$ cat src/rtl/i2s_pkg.sv
// Shared constants and types for the I2S audio output stage.
// A frame is two 32-bit slots, left first.
package i2s_pkg;

    localparam int slot_bits  = 32;
    localparam int frame_bits = 64;

    typedef enum logic {CH_LEFT = 1'b0, CH_RIGHT = 1'b1} i2s_ch_t;

    // Sample bits occupy slots 1..w; slot 0 is the one-bit I2S delay, the rest is padding.
    function automatic logic slot_active(input logic [4:0] slot, input int w);
        return (slot != 5'd0) && (int'(slot) <= w);
    endfunction

endpackage

$ cat src/rtl/i2s_clock_gen.sv
// I2S clock generator: derives mclk, bclk and lrclk from clk by division.
// It also produces the strobes that the top level uses to shift out data.
module i2s_clock_gen
    import i2s_pkg::*;
#(
    parameter int mclk_div      = 4,
    parameter int bclk_per_mclk = 4
) (
    input  logic                          clk,
    input  logic                          rst_n,
    output logic                          mclk,
    output logic                          bclk,
    output logic                          lrclk,
    output logic [$clog2(frame_bits)-1:0] bit_cnt,
    output logic                          bclk_fall,
    output logic                          frame_start
);

    localparam int b_period = mclk_div * bclk_per_mclk;
    localparam int cw       = $clog2(b_period);
    localparam int bw       = $clog2(frame_bits);
    localparam int mclk_bit = $clog2(mclk_div) - 1;

    logic [cw-1:0] clk_cnt_q, clk_cnt_d;
    logic [bw-1:0] bit_cnt_q, bit_cnt_d;
    logic          mclk_q, mclk_d;
    logic          bclk_q, bclk_d;
    i2s_ch_t       ch;

    // Strobes are high in the last cycle before the edge where the counters wrap.
    always_comb begin
        bclk_fall   = (clk_cnt_q == cw'(b_period - 1));
        frame_start = bclk_fall && (bit_cnt_q == bw'(frame_bits - 1));
        clk_cnt_d   = bclk_fall ? '0 : clk_cnt_q + cw'(1);
        bit_cnt_d   = bclk_fall ? bit_cnt_q + bw'(1) : bit_cnt_q;
        mclk_d      = clk_cnt_d[mclk_bit];
        bclk_d      = (clk_cnt_d >= cw'(b_period / 2));
    end

    always_ff @(posedge clk or negedge rst_n) begin
        if (!rst_n) begin
            clk_cnt_q <= '0;
            bit_cnt_q <= '0;
            mclk_q    <= 1'b0;
            bclk_q    <= 1'b0;
        end else begin
            clk_cnt_q <= clk_cnt_d;
            bit_cnt_q <= bit_cnt_d;
            mclk_q    <= mclk_d;
            bclk_q    <= bclk_d;
        end
    end

    assign ch      = i2s_ch_t'(bit_cnt_q[bw-1]);
    assign lrclk   = (ch == CH_RIGHT);
    assign mclk    = mclk_q;
    assign bclk    = bclk_q;
    assign bit_cnt = bit_cnt_q;

endmodule

$ cat src/rtl/i2s_audio_out.sv
// Mono PCM to Philips I2S transmitter with a one-sample input buffer.
// The sample is sent on both channels; an empty buffer at frame start repeats the last frame.
module i2s_audio_out
    import i2s_pkg::*;
#(
    parameter int clk_mhz       = 50,
    parameter int w_sample      = 16,
    parameter int mclk_div      = 4,
    parameter int bclk_per_mclk = 4
) (
    input  logic                clk,
    input  logic                rst_n,
    input  logic [w_sample-1:0] data_in,
    input  logic                data_valid,
    output logic                data_ready,
    output logic                mclk,
    output logic                bclk,
    output logic                lrclk,
    output logic                sdata,
    output logic                underrun
);

    localparam int bw = $clog2(frame_bits);
    localparam int iw = (w_sample > 1) ? $clog2(w_sample) : 1;

    logic [bw-1:0]       bit_cnt;
    logic [bw-1:0]       bit_next;
    logic                bclk_fall;
    logic                frame_start;
    logic                accept;
    logic [4:0]          slot;
    logic [iw-1:0]       idx;

    logic [w_sample-1:0] buf_q, buf_d;
    logic                buf_full_q, buf_full_d;
    logic [w_sample-1:0] frame_q, frame_d;
    logic                sdata_q, sdata_d;
    logic                underrun_q, underrun_d;

    i2s_clock_gen #(
        .mclk_div      (mclk_div),
        .bclk_per_mclk (bclk_per_mclk)
    ) u_clock_gen (
        .clk         (clk),
        .rst_n       (rst_n),
        .mclk        (mclk),
        .bclk        (bclk),
        .lrclk       (lrclk),
        .bit_cnt     (bit_cnt),
        .bclk_fall   (bclk_fall),
        .frame_start (frame_start)
    );

    always_comb begin
        accept     = data_valid && !buf_full_q;
        buf_d      = buf_q;
        buf_full_d = buf_full_q;
        frame_d    = frame_q;
        underrun_d = 1'b0;

        // A sample accepted on the frame-start cycle waits for the following frame.
        if (frame_start && buf_full_q) begin
            frame_d    = buf_q;
            buf_full_d = 1'b0;
        end else begin
            if (frame_start) begin
                underrun_d = 1'b1;
            end
            if (accept) begin
                buf_d      = data_in;
                buf_full_d = 1'b1;
            end
        end
    end

    // sdata changes together with bit_cnt, so select using the slot about to start.
    always_comb begin
        bit_next = bit_cnt + bw'(1);
        slot     = bit_next[4:0];
        idx      = iw'(w_sample - int'(slot));
        sdata_d  = sdata_q;
        if (bclk_fall) begin
            sdata_d = slot_active(slot, w_sample) ? frame_q[idx] : 1'b0;
        end
    end

    always_ff @(posedge clk or negedge rst_n) begin
        if (!rst_n) begin
            buf_q      <= '0;
            buf_full_q <= 1'b0;
            frame_q    <= '0;
            sdata_q    <= 1'b0;
            underrun_q <= 1'b0;
        end else begin
            buf_q      <= buf_d;
            buf_full_q <= buf_full_d;
            frame_q    <= frame_d;
            sdata_q    <= sdata_d;
            underrun_q <= underrun_d;
        end
    end

    assign data_ready = !buf_full_q;
    assign sdata      = sdata_q;
    assign underrun   = underrun_q;

endmodule

$ cat config.mk
export PLATFORM = sky130hd
export DESIGN_NAME = i2s_audio_out
export DESIGN_NICKNAME = d
export VERILOG_FILES = /design/src/rtl/i2s_pkg.sv /design/src/rtl/i2s_clock_gen.sv /design/src/rtl/i2s_audio_out.sv
export SDC_FILE = /design/constraint.sdc
export NUM_CORES = 1
export LEC_CHECK = 0
export CORE_ASPECT_RATIO = 1.5
export CORE_MARGIN = 3
export CORE_UTILIZATION = 49
export DETAILED_ROUTE_END_ITERATION = 16
export GPL_TIMING_DRIVEN = 0
export PLACE_DENSITY = 0.86
export SYNTH_ARGS = -nofsm -noshare
export SYNTH_HDL_FRONTEND = slang
export SYNTH_HIERARCHICAL = 1
export SYNTH_SLANG_ARGS = --single-unit
$ cat constraint.sdc
create_clock -name clk -period 2.1 [get_ports clk]
set_input_delay 0.21 -clock clk [delete_from_list [all_inputs] [get_ports clk]]
set_output_delay 0.21 -clock clk [all_outputs]
set_load 0.005 [all_outputs]
==> flow_summary_export.csv, run 1 <==
group,metric,value,unit
clocking,cts_sinks,46,
power_and_ir_drop,pwr-share-clk,0.340,
flow_run,drv_cap,0,
setup_path,crit_buf_inv,0,
placement,port_buffers,24,
route,vias,1256,
sta,whs,0.385,ns
sta,rsz0062_at_grt,"true",
route,firstDrtPassIters,4,
setup_path,slowest_delay,0.47,ns
setup_path,path_depth,7,
outcome,status,"complete, but fails checks",
die,die_x,58.8,µm
power_and_ir_drop,p_total,1.48,mW
grt,grt_pass1_wl,6300,µm
setup_path,r2r_start,"u_clock_gen/bit_cnt[0]$_DFFE_PN0P_",
clocking,cts_tree,"built",
sta,skew,0.00490,ns
grt,globalRouteOverflowTotal,0,
route,vias_per_cell,5.56,
setup_path,crit_slowest_cell,"dfrtp_2",
synth,netlist_instances,143,
cells_and_area,fill_cells,339,
sta,max_freq,0.467,GHz
setup_path,cp_data_arrival_time,2.33,ns
cells_and_area,fin_nets,204,
synth,syn-num-nets,166,
power_and_ir_drop,p_seq_frac,0.613,
grt,grt_usage,0.168,
setup_path,path_delay_family,"simple AND/OR/NAND/NOR gates",
sta,finalHoldViolations,0,
sta,fin_ws,-0.0403,ns
setup_path,ff2ff_path_depth,7,
setup_path,critPathRequiredTime,2.29,ns
outcome,violations,"setup timing",
setup_path,cp_max_fo,5,
clocking,htree_levels,2,
power_and_ir_drop,ir_drop,0.570,mV
setup_path,critPathLaunchType,"register",
clocking,path_clk_slew,0.08,ns
power_and_ir_drop,power_density,583,mW/mm²
die,num_rows,28,
cells_and_area,seq_area,0.00115,mm²
grt,grt_max_degree,29,
die,start_util,0.512,
cells_and_area,antennaDiodeCount,0,
die,dieHeight,85.1,µm
clocking,clock_latency,0.30,ns
power_and_ir_drop,combPwrFrac,0.046,
clocking,cts_inserted_buffers,5,
placement,place_congestion,0.764,
sta,drv_slew,0,
setup_path,path_cells,"ha_4, nor4bb_4, a31oi_2, o221a_1, nand3_2, or3b_1, a41o_1",
route,finalWirelength,3690,µm
setup_path,crit_start,"u_clock_gen/bit_cnt[0]$_DFFE_PN0P_",
route,wire_per_inst,16.3,µm
synth,netlist_area,0.00205,mm²
grt,grt_pass1_vias,1393,
cells_and_area,multi_input_area,902,µm²
die,die-area,0.00500,mm²
placement,dp_hpwl,2710,µm
route,wl_met2,2060,µm
sta,worst_pin_slew,0.455,ns
power_and_ir_drop,p_int,1.17,mW
setup_path,crit_path_end_kind,"register",
setup_path,worst-setup-path-type,"register to register",
cells_and_area,syn2layout_area_growth,24.2,%
die,io_pins,25,
clocking,cts-root-buf,"clkbuf_8",
setup_path,r2r_slack,-0.04,ns
min_path,min_path_type,"input port to asynchronous set/reset pin",
grt,antenna_found_initial,0,
route,highest_layer,"met4",
power_and_ir_drop,total_leakage_power,1.15,nW
route,drc,0,
cells_and_area,post-route-util,0.636,
power_and_ir_drop,switching_share,0.208,
route,drt-met1-wl,1400,µm
sta,fin_crit,2.14,ns
synth,yosysWarnings,6,
route,met3_length,145,µm
cells_and_area,drive_above_1_share,0.348,
sta,finalSetupViolations,1,
die,core,0.00399,mm²
clocking,cts_max_path_buffers,2,
sta,finalCritPeriodShare,1.02,
sta,slew_headroom,0.697,
synth,synth.avg_cell_area,14.3,µm²
route,drtIter0Drc,89,
route,detail-route-antenna-nets,0,
power_and_ir_drop,switchingPower,0.309,mW
## power groups by stage
stage	registers [mW]	clock network, mW	logic, mW
after global routing	0.911	0.555	0.0763
after global placement	0.925	0	0.0627
after detailed placement	0.926	0	0.0698
after CTS	0.909	0.517	0.0715
after floorplan	0.923	0	0.0141
final	0.908	0.505	0.0689
## stage by stage
step | setup TNS, ns | worst slack, ns | area, µm² | instances
6_report | -0.0403 | -0.0403 | 2540 | 226
2_1_floorplan | 0 | 0.00779 | 2060 | 143
5_1_grt | -0.127 | -0.127 | 2540 | 226
3_5_place_dp | -1.29 | -0.131 | 2370 | 213
3_3_place_gp | -12.62 | -0.402 | 2360 | 212
4_1_cts | -0.0442 | -0.0442 | 2510 | 225
## path summary, 6_finish.rpt
path | to
worst max-delay path | sdata$_DFFE_PN0P_
worst min-delay path | buf_q[7]$_DFFE_PN0P_
worst max register to register | sdata$_DFFE_PN0P_
worst min register to register | underrun$_DFF_PN0_
max in group asynchronous | u_clock_gen/bclk$_DFF_PN0_
min in group clk | underrun$_DFF_PN0_
## cells in the final DEF, fill, tap and decap left out, drive strengths merged, types with 2 or more instances in the layout
cell	n
nand4	5
ha	4
or3b	2
clkbuf	8
mux4	4
nand3	3
xnor2	4
inv	3
buf	10
nor2b	3
nand2	3
a31oi	3
o31ai	2
dfrtp	46
nor2	4
nand2b	2
mux2	33
clkdlybuf4s50	23
xor2	5
## layout make-up
cell class,instances,area share
Tap cell,45,0.0222
Inverter,3,0.00443
Clock inverter,1,0.00295
Buffer,4,0.0108
Clock buffer,6,0.0286
Sequential cell,46,0.454
Timing Repair Buffer,32,0.122
Multi-Input combinational cell,89,0.355
## metal layers
metal,global-route usage,up-vias
met3,0.0320,9
met5,0,-
met1,0.190,628
met2,0.296,28
li1,-,591
met4,0.0742,0
## state kept, by name, summed over array words and instances, names as in the netlist
name / flops
u_clock_gen/clk_cnt_q: 4
u_clock_gen/bit_cnt: 6
underrun: 1
frame_q: 16
u_clock_gen/bclk: 1
sdata: 1
buf_full_q: 1
buf_q: 16
## repair_timing
action / CTS / global route
resized for setup: 2 / 4
hold buffers: 1 / 0
hold endpoints to repair: 18 / 0
pin swaps: 5 / 4
endpoints found under the setup margin: 11 / 17
setup buffers: 5 / 1
Power figures use the tool's default switching activity.
==> inputs of run 2 (changes only) <==
CORE_UTILIZATION = 54   (was 49)
PLACE_DENSITY = 0.9   (was 0.86)
clock period = 2.4 ns   (was 2.1 ns; I/O delays follow)
==> run 2 against run 1 <==
The run now ends clean. Die area shrank 8.5%. Combinational power shrank 9.4%. Global-route usage grew 2.7 points. Utilization grew 8.3 points. Sequential share of layout area grew 0.27 points. Cell count shrank 2.7%. Register-to-register slack gained 0.18 ns. Count of clock-buffer cells in the layout shrank 1. Hold slack gained 0.010 ns. Critical path type unchanged. Critical endpoint unchanged. Largest cell class unchanged.
==> flow_summary_export.csv, run 2 (synthesized netlist as in run 1, its figures left out) <==
group,metric,value,unit
sta,fin_crit,2.26,ns
sta,finalCritPeriodShare,0.940,
sta,finalHoldViolations,0,
setup_path,ff2ff_path_depth,7,
cells_and_area,fin_nets,200,
power_and_ir_drop,total_leakage_power,1.15,nW
grt,grtUsageMet3,0.0445,
power_and_ir_drop,pwr-share-clk,0.441,
grt,grt_usage,0.194,
flow_run,drv_cap,0,
cells_and_area,final_cell_mix,"44 x dfrtp_1, 32 x mux2_2, 23 x clkdlybuf4s50_1",
cells_and_area,drive_above_1_share,0.315,
placement,place_congestion,0.827,
min_path,min_path_type,"input port to asynchronous set/reset pin",
setup_path,path_depth,7,
setup_path,critPathLaunchType,"register",
cells_and_area,seq_area,0.00115,mm²
route,finalWirelength,3890,µm
clocking,clock_latency,0.30,ns
sta,fin_ws,0.143,ns
grt,grt_max_degree,31,
cells_and_area,layout_commonest_cell,"dfrtp_1",
clocking,cts_tree,"built",
placement,dp_hpwl,2870,µm
setup_path,crit_buf_inv,0,
setup_path,path_delay_family,"simple AND/OR/NAND/NOR gates",
sta,rsz0062_at_grt,"false",
die,dieHeight,81.4,µm
placement,port_buffers,24,
setup_path,slowest_delay,0.48,ns
die,io_pins,25,
sta,skew,0.00486,ns
power_and_ir_drop,combPwrFrac,0.041,
power_and_ir_drop,p_int,1.24,mW
sta,drv_slew,0,
clocking,cts_sinks,46,
clocking,cts_inserted_buffers,5,
power_and_ir_drop,switchingPower,0.290,mW
grt,globalRouteOverflowTotal,0,
sta,worst_pin_slew,0.557,ns
grt,grt_busiest_layer,"met2",
cells_and_area,antennaDiodeCount,0,
route,firstDrtPassIters,4,
route,detail-route-antenna-nets,0,
die,num_rows,26,
grt,grt_pass1_vias,1349,
outcome,status,"complete, no violations",
cells_and_area,multi_input_area,868,µm²
setup_path,r2r_slack,0.14,ns
die,die_x,56.3,µm
grt,grt_pass1_wl,6490,µm
power_and_ir_drop,ir_drop,0.793,mV
route,wire_per_inst,17.7,µm
setup_path,cp_max_fo,7,
setup_path,path_cells,"ha_4, nor4bb_1, a31oi_1, o221a_1, nand3_2, or3b_1, a41o_1",
power_and_ir_drop,p_seq_frac,0.519,
route,vias,1253,
sta,slew_headroom,0.629,
die,die-area,0.00458,mm²
setup_path,cp_data_arrival_time,2.45,ns
route,drc,0,
power_and_ir_drop,switching_share,0.189,
grt,antenna_found_initial,0,
die,core,0.00351,mm²
route,drtIter0Drc,26,
clocking,htree_levels,2,
setup_path,worst-setup-path-type,"register to register",
clocking,cts-root-buf,"clkbuf_8",
sta,max_freq,0.443,GHz
grt,grt_use_met2,0.379,
setup_path,crit_slowest_cell,"dfrtp_2",
placement,dp_slack,-0.0636,ns
cells_and_area,post-route-util,0.719,
setup_path,crit_path_end_kind,"register",
die,start_util,0.582,
power_and_ir_drop,p_total,1.53,mW
clocking,cts_max_path_buffers,2,
cells_and_area,fill_cells,239,
power_and_ir_drop,power_density,607,mW/mm²
grt,use_met1,0.201,
sta,finalSetupViolations,0,
route,vias_per_cell,5.70,
cells_and_area,syn2layout_area_growth,23.5,%
clocking,path_clk_slew,0.09,ns
setup_path,critPathRequiredTime,2.59,ns
==> run 2: worst paths after layout <==
path	startpoint	endpoint
min	rst_n	buf_q[10]$_DFFE_PN0P_
min reg2reg	buf_full_q$_DFFE_PN0P_	underrun$_DFF_PN0_
max in group asynchronous	rst_n	u_clock_gen/bit_cnt[0]$_DFFE_PN0P_
min in group clk	buf_full_q$_DFFE_PN0P_	underrun$_DFF_PN0_
max reg2reg	u_clock_gen/bit_cnt[0]$_DFFE_PN0P_	sdata$_DFFE_PN0P_
max	u_clock_gen/bit_cnt[0]$_DFFE_PN0P_	sdata$_DFFE_PN0P_
==> run 2: power groups by stage <==
stage	registers [mW]	clock network [mW]	logic [mW]
2_1_floorplan	0.808	0	0.0124
3_3_place_gp	0.810	0	0.0548
3_5_place_dp	0.811	0	0.0625
4_1_cts	0.795	0.687	0.0641
5_1_grt	0.797	0.729	0.0687
6_report	0.795	0.676	0.0624
==> run 2: worst register-to-register path: stages (launching register included) <==
cell	delay, ns
dfrtp_2	0.48
ha_4	0.30
nor4bb_1	0.26
a31oi_1	0.10
o221a_1	0.34
nand3_2	0.08
or3b_1	0.34
a41o_1	0.24
==> run 2: cell type report <==
cell class / instances / share of cell area
flip-flops and latches: 46 / 0.457
clock buffers: 5 / 0.0272
repair buffers: 27 / 0.108
inverters: 3 / 0.00446
multi-input cells: 89 / 0.344
well taps: 42 / 0.0208
plain buffers: 5 / 0.0119
clock inverters: 3 / 0.0272
==> run 2: routing by layer <==
layer  share of wire  vias up
met3           0.034        6
met1            0.37      634
met2            0.58       26
met4           0.016        0
met5               0        -
li1                -      587
==> run 2: repair_timing <==
item / 4_1_cts / 5_1_grt
hold buffers: 1 / 0
buffers inserted: 0 / 1
cloned: 0 / 0
setup endpoints to repair: 1 / 1
hold endpoints to repair: 16 / 0
gates resized for setup: 2 / 3
==> run 2: per-stage QoR <==
stage / cells / TNS [ns] / hold slack, ns / area [µm²]
global placement: 209 / 0 / 0.455 / 2340
CTS: 219 / 0 / 0.391 / 2500
detailed placement: 210 / -0.0636 / 0.191 / 2350
finish: 220 / 0 / 0.395 / 2530
global route: 220 / 0 / 0.410 / 2530
floorplan: 143 / 0 / -0.0556 / 2050
